`src/rtl/mitchell_pkg.sv`:
```
// Shared definitions for the Mitchell multiplier datapath and its downstream accumulator.
package mitchell_pkg;

  localparam int unsigned SZ         = 8;
  localparam int unsigned PW_DEFAULT = 2 * SZ;
  localparam int unsigned Q_DEFAULT  = 3329;

  // Smallest r with 2**r >= value; usable in constant expressions.
  function automatic int unsigned clog2(input int unsigned value);
    int unsigned res;
    res = 0;
    for (int i = 0; i < 32; i++) begin
      if ((64'd1 << i) < 64'(value)) res = i + 1;
    end
    return res;
  endfunction

  localparam int unsigned QW_DEFAULT = clog2(Q_DEFAULT);

  typedef enum logic [1:0] {
    StIdle = 2'd0,
    StAcc  = 2'd1,
    StRed  = 2'd2,
    StOut  = 2'd3
  } state_e;

endpackage

```
`src/rtl/mitchell_modq_step.sv`:
```
// One step of the shift-and-subtract reduction: subtract Q<<k from acc when it fits.
module mitchell_modq_step #(
  parameter int unsigned ACC_W = 20,
  parameter int unsigned Q     = 3329,
  parameter int unsigned KBW   = 5
) (
  input  logic [ACC_W-1:0] acc,
  input  logic [KBW-1:0]   k,
  output logic [ACC_W-1:0] res
);

  // One extra bit so Q<<k never wraps before the compare.
  logic [ACC_W:0] q_shl;

  always_comb begin
    q_shl = (ACC_W + 1)'(Q) << k;
    res   = ({1'b0, acc} >= q_shl) ? (acc - q_shl[ACC_W-1:0]) : acc;
  end

endmodule

```
`src/rtl/mitchell_dot_accum.sv`:
```
// Accumulates N Mitchell products per frame and emits the sum on a held valid/ready port.
// Define MITCHELL_MOD_Q_EN to reduce each sum mod Q before it is emitted.
module mitchell_dot_accum
  import mitchell_pkg::*;
#(
  parameter int unsigned PW    = PW_DEFAULT,
  parameter int unsigned N     = 16,
  parameter int unsigned ACC_W = 20,
  parameter int unsigned Q     = Q_DEFAULT
) (
  input  logic             clk,
  input  logic             rst_n,
  input  logic             clr,
  input  logic             in_valid,
  output logic             in_ready,
  input  logic [PW-1:0]    in_prod,
  output logic             out_valid,
  input  logic             out_ready,
  output logic [ACC_W-1:0] out_sum
);

  localparam int unsigned CW = clog2(N) + 1;

  if (N == 0 || ACC_W < PW + clog2(N) || Q < 2) begin : g_bad_cfg
    $error("mitchell_dot_accum: invalid parameter set");
  end

  state_e           state_q, state_d;
  logic [ACC_W-1:0] acc_q, acc_d;
  logic [CW-1:0]    cnt_q, cnt_d;
  logic             out_valid_q, out_valid_d;
  logic [ACC_W-1:0] out_sum_q, out_sum_d;

`ifdef MITCHELL_MOD_Q_EN
  localparam int unsigned QW  = clog2(Q);
  localparam int unsigned KW  = ACC_W - QW;
  localparam int unsigned KBW = clog2(KW + 1) + 1;

  logic [KBW-1:0]   k_q, k_d;
  logic [ACC_W-1:0] red_acc;

  mitchell_modq_step #(
    .ACC_W (ACC_W),
    .Q     (Q),
    .KBW   (KBW)
  ) u_modq_step (
    .acc (acc_q),
    .k   (k_q),
    .res (red_acc)
  );

  always_ff @(posedge clk or negedge rst_n) begin
    if (!rst_n) k_q <= '0;
    else        k_q <= k_d;
  end
`endif

  assign in_ready  = (state_q == StAcc);
  assign out_valid = out_valid_q;
  assign out_sum   = out_sum_q;

  always_comb begin
    state_d     = state_q;
    acc_d       = acc_q;
    cnt_d       = cnt_q;
    out_valid_d = 1'b0;
    out_sum_d   = out_sum_q;
`ifdef MITCHELL_MOD_Q_EN
    k_d         = k_q;
`endif

    unique case (state_q)
      StIdle: state_d = StAcc;
      StAcc: begin
        if (in_valid) begin
          acc_d = acc_q + ACC_W'(in_prod);
          cnt_d = cnt_q + 1'b1;
          if (cnt_q == CW'(N - 1)) begin
`ifdef MITCHELL_MOD_Q_EN
            state_d = StRed;
            k_d     = KBW'(KW);
`else
            state_d = StOut;
`endif
          end
        end
      end
      StRed: begin
`ifdef MITCHELL_MOD_Q_EN
        acc_d = red_acc;
        if (k_q == '0) state_d = StOut;
        else           k_d     = k_q - 1'b1;
`else
        state_d = StIdle;
`endif
      end
      StOut: begin
        if (out_valid_q && out_ready) begin
          state_d = StAcc;
          acc_d   = '0;
          cnt_d   = '0;
        end else begin
          // First OUT cycle captures the final sum; out_valid follows one edge later.
          out_valid_d = 1'b1;
          if (!out_valid_q) out_sum_d = acc_q;
        end
      end
      default: state_d = StIdle;
    endcase

    if (clr) begin
      state_d     = StAcc;
      acc_d       = '0;
      cnt_d       = '0;
      out_valid_d = 1'b0;
    end
  end

  always_ff @(posedge clk or negedge rst_n) begin
    if (!rst_n) begin
      state_q     <= StIdle;
      acc_q       <= '0;
      cnt_q       <= '0;
      out_valid_q <= 1'b0;
      out_sum_q   <= '0;
    end else begin
      state_q     <= state_d;
      acc_q       <= acc_d;
      cnt_q       <= cnt_d;
      out_valid_q <= out_valid_d;
      out_sum_q   <= out_sum_d;
    end
  end

endmodule

```
`config.mk`:
```
export PLATFORM = sky130hd
export DESIGN_NAME = mitchell_dot_accum
export DESIGN_NICKNAME = d
export VERILOG_FILES = /design/src/rtl/mitchell_pkg.sv /design/src/rtl/mitchell_modq_step.sv /design/src/rtl/mitchell_dot_accum.sv
export SDC_FILE = /design/constraint.sdc
export NUM_CORES = 1
export LEC_CHECK = 0
export CORE_UTILIZATION = 50
export CTS_BUF_LIST = sky130_fd_sc_hd__clkbuf_2 sky130_fd_sc_hd__clkbuf_4 sky130_fd_sc_hd__clkbuf_8
export DETAILED_ROUTE_END_ITERATION = 7
export GPL_TIMING_DRIVEN = 0
export PLACE_DENSITY = 0.75
export SLEW_MARGIN = 40
export SYNTH_ARGS = -nofsm -noshare
export SYNTH_HDL_FRONTEND = slang
export SYNTH_SLANG_ARGS = --single-unit
```
`constraint.sdc`:
```
create_clock -name clk -period 5.8 [get_ports clk]
set_input_delay 1.16 -clock clk [delete_from_list [all_inputs] [get_ports clk]]
set_output_delay 1.16 -clock clk [all_outputs]
set_load 0.03 [all_outputs]
```
Yosys cells after proc, flatten, opt, wreduce, memory -nomap -nowiden

Index checks and enable logic that the tools add are counted.

Register bits: 48
Bits of input ports: 21

Add/sub/neg operators: 2
Eq/ne operators: 7
Muxes and demuxes: 16
Bitwise logic cells: 2
Reduce and logical (&&, ||, !) cells: 6

Operators by type and width:

| kind                                                  | number |
|---|---|
| two-way mux 20 bit                                    | 3 |
| case mux 20 bit (2 select lines)                      | 1 |
| adder 20 x 16 -> 20 bit                               | 1 |
| two-way mux 5 bit                                     | 3 |
| case mux 5 bit (2 select lines)                       | 1 |
| AND reduction 3 bit                                   | 3 |
| two-way mux 2 bit                                     | 4 |
| case mux 2 bit (4 select lines)                       | 1 |
| inequality test 3 bit, second input constant          | 2 |
| adder 5 x 1 -> 5 bit, second input constant           | 1 |
| equality test 5 x 4 -> 1 bit, second input constant   | 1 |
| equality test 2 bit, second input constant            | 2 |
| two-way mux 1 bit                                     | 3 |
| inequality test 3 x 2 -> 1 bit, second input constant | 1 |
| nonzero test 3 bit                                    | 1 |
| equality test 2 x 1 -> 1 bit, second input constant   | 1 |
| logical NOT 2 bit                                     | 1 |
| NOT 1 bit                                             | 2 |
| logical AND 1 bit                                     | 1 |

Depth between registers and ports, before layout

Gate-level depths: netlist of the first run.

Word-level depth: 5
Gate-level depth with buffers: 8
Mapped depth without buffers: 8

Worst setup path before layout of the first run

OpenSTA, ideal clock, no wires.

Path type: input to register
Start point: input in_prod[0]
End point: register acc_q[14]
Arrival: 2.966 ns
Data required time: 5.671 ns
Setup slack: 2.704 ns
Stages: 8
Buffers on the path: 0
Cell sequence: ha_1 -> fa_1 -> a211oi_1 -> o21ai_1 -> a31o_4 -> a311oi_2 -> xor2_1 -> o21ai_1

Word-level cells in the longest chain between the ends: 4

RTL lines:

| item                             | RTL line                  | RTL |
|---|---|---|
| start, declared                  | mitchell_dot_accum.sv:16  | `input logic [PW-1:0] in_prod,` |
| adder 20 x 16 -> 20 bit          | mitchell_dot_accum.sv:76  | `acc_d = acc_q + ACC_W'(in_prod);` |
| two-way mux 20 bit               | mitchell_dot_accum.sv:75  | `if (in_valid) begin` |
| case mux 20 bit (2 select lines) | mitchell_dot_accum.sv:72  | `unique case (state_q)` |
| two-way mux 20 bit               | mitchell_dot_accum.sv:111 | `if (clr) begin` |
| end signal, assigned             | mitchell_dot_accum.sv:122 | `acc_q <= '0;` |
| end signal, assigned             | mitchell_dot_accum.sv:128 | `acc_q <= acc_d;` |
| end, declared                    | mitchell_dot_accum.sv:29  | `logic [ACC_W-1:0] acc_q, acc_d;` |

No other way between the ends. The select of a mux whose other input is x is not followed.
A chain may end at the register's enable or synchronous reset.

Worst setup path after layout of the first run

Same ends and word-level chain as after synthesis.

==> results of run 1 <==
==> flip-flops by register name (all words and copies together), names as in the netlist <==
signal	cells
acc_q	20
out_sum	20
cnt_q	5
state_q	2
out_valid	1
==> layout make-up <==
type	instances	area [sq um]	share of cell area (%)
Buffer	8	40.0	1.20
Clock buffer	6	76.3	2.29
Clock inverter	1	5.00	0.150
Inverter	5	18.8	0.563
Multi-Input combinational cell	202	1470	44.0
Sequential cell	48	1200	36.0
Tap cell	70	87.6	2.63
Timing Repair Buffer	43	438	13.1
==> report_power, final <==
part | switching [W] | internal [W]
Clock | 0.000111 | 0.0000869
Sequential | 0.0000199 | 0.000357
Combinational | 0.000136 | 0.000105
==> routing by layer <==
layer / vias to the layer above / routed length [um] / part of all wire [%]
li1: 1072 / - / -
met1: 1044 / 2620 / 47
met2: 48 / 2660 / 48
met3: 7 / 236 / 4.2
met4: 0 / 64 / 1.1
met5: - / 0 / 0
==> logic make-up (layout without fill, tap and decap cells) <==
kind of cell / Yosys count / in the layout
AO/OA/AOI/OAI: 75 / 75
XOR/XNOR: 13 / 13
adder cells (fa/ha/maj): 19 / 19
buffers and inverters: 13 / 63
flip-flops: 48 / 48
multiplexers: 20 / 20
AND/OR/NAND/NOR: 75 / 75
==> worst min path at each step <==
| stage | startpoint | endpoint | slack, ps | cells past startpoint |
|---|---|---|---|---|
| 2_1_floorplan | cnt_q[4] | cnt_q[4] | 450 | 2 |
| 3_3_place_gp | cnt_q[4] | cnt_q[4] | 460 | 2 |
| 3_5_place_dp | cnt_q[4] | cnt_q[4] | 470 | 2 |
| 4_1_cts | cnt_q[4] | cnt_q[4] | 490 | 2 |
| 5_1_grt | cnt_q[4] | cnt_q[4] | 520 | 2 |
| 6_report | cnt_q[4] | cnt_q[4] | 490 | 2 |
==> through the flow <==
step	instance area [sq um]	total power [W]	hold WS, ps
5_1_grt	3330	0.000867	516
4_1_cts	3330	0.000818	493
3_5_place_dp	3250	0.000622	473
6_report	3330	0.000816	487
2_1_floorplan	2730	0.000555	449
3_3_place_gp	3230	0.000614	464
==> cells in the final DEF (no fill, tap or decap), types with 2 or more instances in the layout <==
master / synthesis / routed
a211o_1: 2 / 2
a211oi_1: 3 / 3
a21o_1: 5 / 5
a21oi_1: 15 / 15
a221oi_1: 2 / 2
a22o_1: 3 / 3
a31oi_1: 4 / 4
and3_1: 9 / 9
clkbuf_1: 7 / 7
clkbuf_8: 1 / 6
clkdlybuf4s50_1: 0 / 41
dfrtp_1: 48 / 48
ha_1: 18 / 18
inv_1: 5 / 5
mux2_1: 6 / 6
mux2_2: 14 / 14
nand2_1: 30 / 30
nand3_1: 5 / 5
nand4_1: 4 / 4
nor2_1: 10 / 10
nor2b_1: 2 / 2
nor3_1: 4 / 4
nor3b_1: 3 / 3
o211ai_1: 3 / 3
o21a_1: 3 / 3
o21ai_0: 15 / 15
o21ai_1: 5 / 5
o31ai_1: 2 / 2
o41ai_1: 2 / 2
xnor2_1: 5 / 5
xor2_1: 8 / 8
==> worst max-delay path, stage by stage <==
cell and delay [ps]:
clkdlybuf4s50_1 420, ha_1 230, fa_1 420, a211oi_1 370, o21ai_1 180, a31o_4 300
a311oi_2 260, xor2_1 170, o21ai_1 70
==> impl_metrics.json, run 1 <==
{
  "firstDrtPassIters": 4,
  "synth_ff_type": "dfrtp_1",
  "synth_top_family_by_area": "compound AO/OA/AOI/OAI gates",
  "syn2layout_area_growth_pct": 22.3,
  "cts_setup_buffers": 0,
  "globalplace.congestion": 0.857,
  "place_hpwl_um": 4240,
  "r2r_start": "acc_q[0]",
  "dieArea_sq_mm": 0.00575,
  "synth_xor_xnor_area_share_pct": 4.18,
  "synth-adder-area-share_pct": 8.99,
  "fin_util_pct": 64.4,
  "irDropWorstVdd_mv": 0.166,
  "max_freq_mhz": 294,
  "drv_slew": 0,
  "clkLatencyLatePin_ps": 310,
  "routed_wl_um": 5580,
  "syn_inst": 263,
  "portBuffers": 42,
  "max_slew_margin_pct": 56.3,
  "drc_errors": 0,
  "r2r_setup_slack_ps": 3280,
  "dp_slack_ps": 2060,
  "start_util_pct": 52.7,
  "p_leak_nw": 1.55,
  "synth_mux_area_share_pct": 8.26,
  "rsz0062_at_grt": "no",
  "placedCellCount": 376,
  "critPathKind": "in2reg",
  "num_vias": 2171,
  "fin_skew_ps": 10.0,
  "use_met3_pct": 3.97,
  "synth-edff-count": 0,
  "synth-compound-area-share_pct": 18.6,
  "start_kind": "primary input",
  "nNetsFinal": 353,
  "grt_start_max_net_pins": 30,
  "critical_path_required_ps": 5970,
  "synth_fp_nets": 303,
  "drtIter0Drc": 97,
  "critical_path.max_fanout": 4,
  "yosys.area_share.simple_pct": 13.7,
  "fillers": 445,
  "crit_path_end": "acc_q[14]",
  "ctsHtreeMaxLevel": 2,
  "maxCapViolCount": 0,
  "endpoint_kind": "flip-flop",
  "synth_area_per_cell_sq_um": 10.4,
  "grt-busiest-layer": "met2",
  "gr-usage-all-layers_pct": 21.5,
  "grt_antenna_before_repair": 0,
  "synth.top_cell.area_share_pct": 44.1,
  "ys_seq_elements": 48,
  "cts.sinks": 48,
  "setup_viol": 0,
  "synth.area.top_cells": "dfrtp_1 44%, ha_1 8.3%, mux2_2 5.8%, nand2_1 4.1%, a21oi_1 2.8%",
  "postSynth.asyncResetShare_pct": 100,
  "synth_most_common_cell": "dfrtp_1",
  "num_rows": 26,
  "diodes": 0,
  "clockRootBuffer": "clkbuf_8",
  "cp-startpoint": "in_prod[0]",
  "ys_types": 50,
  "tightestPinTransition_ps": 656,
  "period_share_pct": 58.7,
  "synth.cell_area_sq_mm": 0.00273,
  "yosysSeqAreaShare_pct": 44.1,
  "yosys-top-cells-count": "48 x dfrtp_1, 30 x nand2_1, 18 x ha_1",
  "power.density_mw_per_mm2": 245,
  "globalRouteOverflowTotal": 0,
  "r2r-end": "acc_q[14]",
  "grt_use_met1_pct": 28.9,
  "routed_via_density": 5.67,
  "ant_nets": 0,
  "avgRoutedWirePerCell_um": 14.6,
  "setup_ws_ps": 2390,
  "ios": 43,
  "setup-tns-final_ps": 0,
  "grt_first_pass_wirelength_um": 9280,
  "stdcell_count": 383,
  "synth_warnings": 0,
  "outcome": "completed",
  "clkTransAtPathRegs_ps": 90,
  "post-route-min-period_ps": 3410,
  "final_layout_size_suffix_gt1_share_pct": 8.95,
  "die_h_um": 75.8,
  "r2r.worst_path.cells": 8,
  "cts_tree": "done",
  "die_w_um": 75.8,
  "finalHoldViolCount": 0,
  "hold_path.class": "reg2reg",
  "numCtsBuffers": 5,
  "use_met2_pct": 35.4,
  "synth.largest_area_cell": "dfrtp_1",
  "ctsResizeCount": 0,
  "ctsHoldBuffers": 0,
  "worstPathArrival_ps": 3580,
  "core_sq_mm": 0.00517,
  "grt_pass1_vias": 2074,
  "cts_buffer_depth": 2
}
Note: power is estimated with default switching activity, not from simulation.
==> inputs of run 2 (changes only) <==
--- a/config.mk
+++ b/config.mk
@@ -9,7 +9,7 @@
 export CTS_BUF_LIST = sky130_fd_sc_hd__clkbuf_2 sky130_fd_sc_hd__clkbuf_4 sky130_fd_sc_hd__clkbuf_8
 export DETAILED_ROUTE_END_ITERATION = 7
 export GPL_TIMING_DRIVEN = 0
-export PLACE_DENSITY = 0.75
+export PLACE_DENSITY = 0.78
 export SLEW_MARGIN = 40
 export SYNTH_ARGS = -nofsm -noshare
 export SYNTH_HDL_FRONTEND = slang
==> constraint.sdc (replaced) <==
create_clock -name clk -period 2.9 [get_ports clk]
set_input_delay 0.58 -clock clk [delete_from_list [all_inputs] [get_ports clk]]
set_output_delay 0.58 -clock clk [all_outputs]
set_load 0.03 [all_outputs]
==> run 2 against run 1 <==
- final area increased by 0.64%
- non-clock buffer count unchanged
- critical path depth unchanged
- clock skew about the same
- clock power increased by 120%
- clock-buffer cell count grew 1
- first-iteration DRC count up 26%
- core utilization up 0.41 points
- wire length fell by 1.7%
==> impl_metrics.json, run 2 (synthesis gave the netlist of run 1 again) <==
{
  "num_vias": 2157,
  "setup_viol": 0,
  "final_cell_mix": "48 x dfrtp_1, 41 x clkdlybuf4s50_1, 30 x nand2_1",
  "cp_top_family": "compound AO/OA/AOI/OAI gates",
  "num_rows": 26,
  "portBuffers": 42,
  "clkLatencyLatePin_ps": 310,
  "power.density_mw_per_mm2": 497,
  "clkTransAtPathRegs_ps": 90,
  "core_sq_mm": 0.00517,
  "firstDrtPassIters": 4,
  "drtIter0Drc": 122,
  "crit_buf_inv": 1,
  "critPathKind": "in2reg",
  "clockRootBuffer": "clkbuf_8",
  "globalRouteOverflowTotal": 0,
  "setup-tns-final_ps": 0,
  "placedCellCount": 376,
  "r2r_setup_slack_ps": 450,
  "period_share_pct": 94.2,
  "crit_slowest_cell": "fa_1",
  "grt_pass1_vias": 2057,
  "cts_setup_buffers": 0,
  "wl_met1_um": 2640,
  "finalHoldViolCount": 0,
  "cts_tree": "done",
  "cp_cell_sequence": "clkdlybuf4s50_1 > ha_1 > fa_1 > a211oi_2 > o21ai_1 > a31o_4 > a311oi_2 > xor2_1 > o21ai_1",
  "irDropWorstVdd_mv": 0.279,
  "fin_hold_ws_ps": 156,
  "tightestPinTransition_ps": 625,
  "critical_path.max_fanout": 4,
  "hold_path.class": "in2async",
  "rsz0062_at_grt": "no",
  "place_hpwl_um": 4040,
  "grt_start_max_net_pins": 27,
  "ios": 43,
  "outcome": "completed",
  "ctsHtreeMaxLevel": 2,
  "routed_wl_um": 5490,
  "routed_via_density": 5.62,
  "maxCapViolCount": 0,
  "stdcell_count": 384,
  "slowest_delay_ps": 440,
  "ctsResizeCount": 0,
  "start_kind": "primary input",
  "fin_skew_ps": 9.79,
  "post-route-min-period_ps": 2730,
  "endpoint_kind": "flip-flop",
  "dieArea_sq_mm": 0.00575,
  "numCtsBuffers": 5,
  "critical_path_required_ps": 3080,
  "p_leak_nw": 1.55,
  "dp_slack_ps": -240,
  "nNetsFinal": 353,
  "ctsHoldBuffers": 0,
  "worstPathArrival_ps": 2910,
  "gr-usage-all-layers_pct": 21.4,
  "start_util_pct": 52.7,
  "cts_buffer_depth": 2,
  "highest_layer": "met4",
  "route.met2.wl_um": 2540,
  "syn2layout_area_growth_pct": 23.0,
  "diodes": 0,
  "die_h_um": 75.8,
  "cts.sinks": 48,
  "avgRoutedWirePerCell_um": 14.3,
  "grt_antenna_before_repair": 0,
  "final_layout_size_suffix_gt1_share_pct": 9.55,
  "max_slew_margin_pct": 58.3,
  "drc_errors": 0,
  "die_w_um": 75.8,
  "globalplace.congestion": 0.862,
  "setup_ws_ps": 167,
  "grt_first_pass_wirelength_um": 9220,
  "route.met3.wl_um": 218,
  "max_freq_mhz": 366,
  "ant_nets": 0,
  "final_common_cell": "dfrtp_1",
  "drv_slew": 0,
  "crit_top_cell": "o21ai_1"
}
==> run 2: cell types whose count changed in the layout (fill, tap and decap cells not counted) <==
cell        before  now
clkbuf_8         6    7
a211oi_2         0    1
a211oi_1         3    2
clkinvlp_4       0    1
clkinv_2         1    0
==> run 2: per-stage QoR <==
stage          power, W  util (%)  cell area [sq um]
3_3_place_gp    0.00123      62.5               3230
2_1_floorplan   0.00111         -               2730
5_1_grt         0.00177      64.9               3350
3_5_place_dp    0.00124      62.9               3250
4_1_cts         0.00167      64.8               3350
6_report        0.00167      64.9               3350
==> run 2: metal layers <==
metal / track usage (%) / up-vias
li1: - / 1070
met1: 28.4 / 1024
met2: 34.3 / 55
met3: 4.37 / 8
met4: 8.44 / 0
met5: 0 / -
==> run 2: layout make-up <==
type / instances / area, sq um
Fill cell: 401 / 1820
Multi-Input combinational cell: 202 / 1470
Sequential cell: 48 / 1200
Timing Repair Buffer: 43 / 438
Clock buffer: 7 / 90.1
Tap cell: 70 / 87.6
Buffer: 8 / 40.0
Inverter: 5 / 18.8
Clock inverter: 1 / 7.51
==> run 2: final timing paths <==
kind,from,to,cells after the start
min in group clk,cnt_q[4],cnt_q[4],2
worst max register to register,acc_q[0],acc_q[14],8
worst min-delay path,rst_n,acc_q[15],1
worst max-delay path,in_prod[0],acc_q[14],9
worst min register to register,cnt_q[4],cnt_q[4],2
max in group asynchronous,rst_n,out_sum[18],2
==> run 2: worst reg2reg max path, stage by stage, from the launching register on <==
cell and delay, ps:
dfrtp_1 410, ha_1 220, fa_1 440, a211oi_2 310
o21ai_1 170, a31o_4 290, a311oi_2 270, xor2_1 170
o21ai_1 70
==> run 2: power breakdown <==
group,total (W),internal [W],switching (W)
clock network,0.000429,0.000203,0.000225
logic,0.000485,0.000211,0.000273
registers,0.000754,0.000714,0.0000402
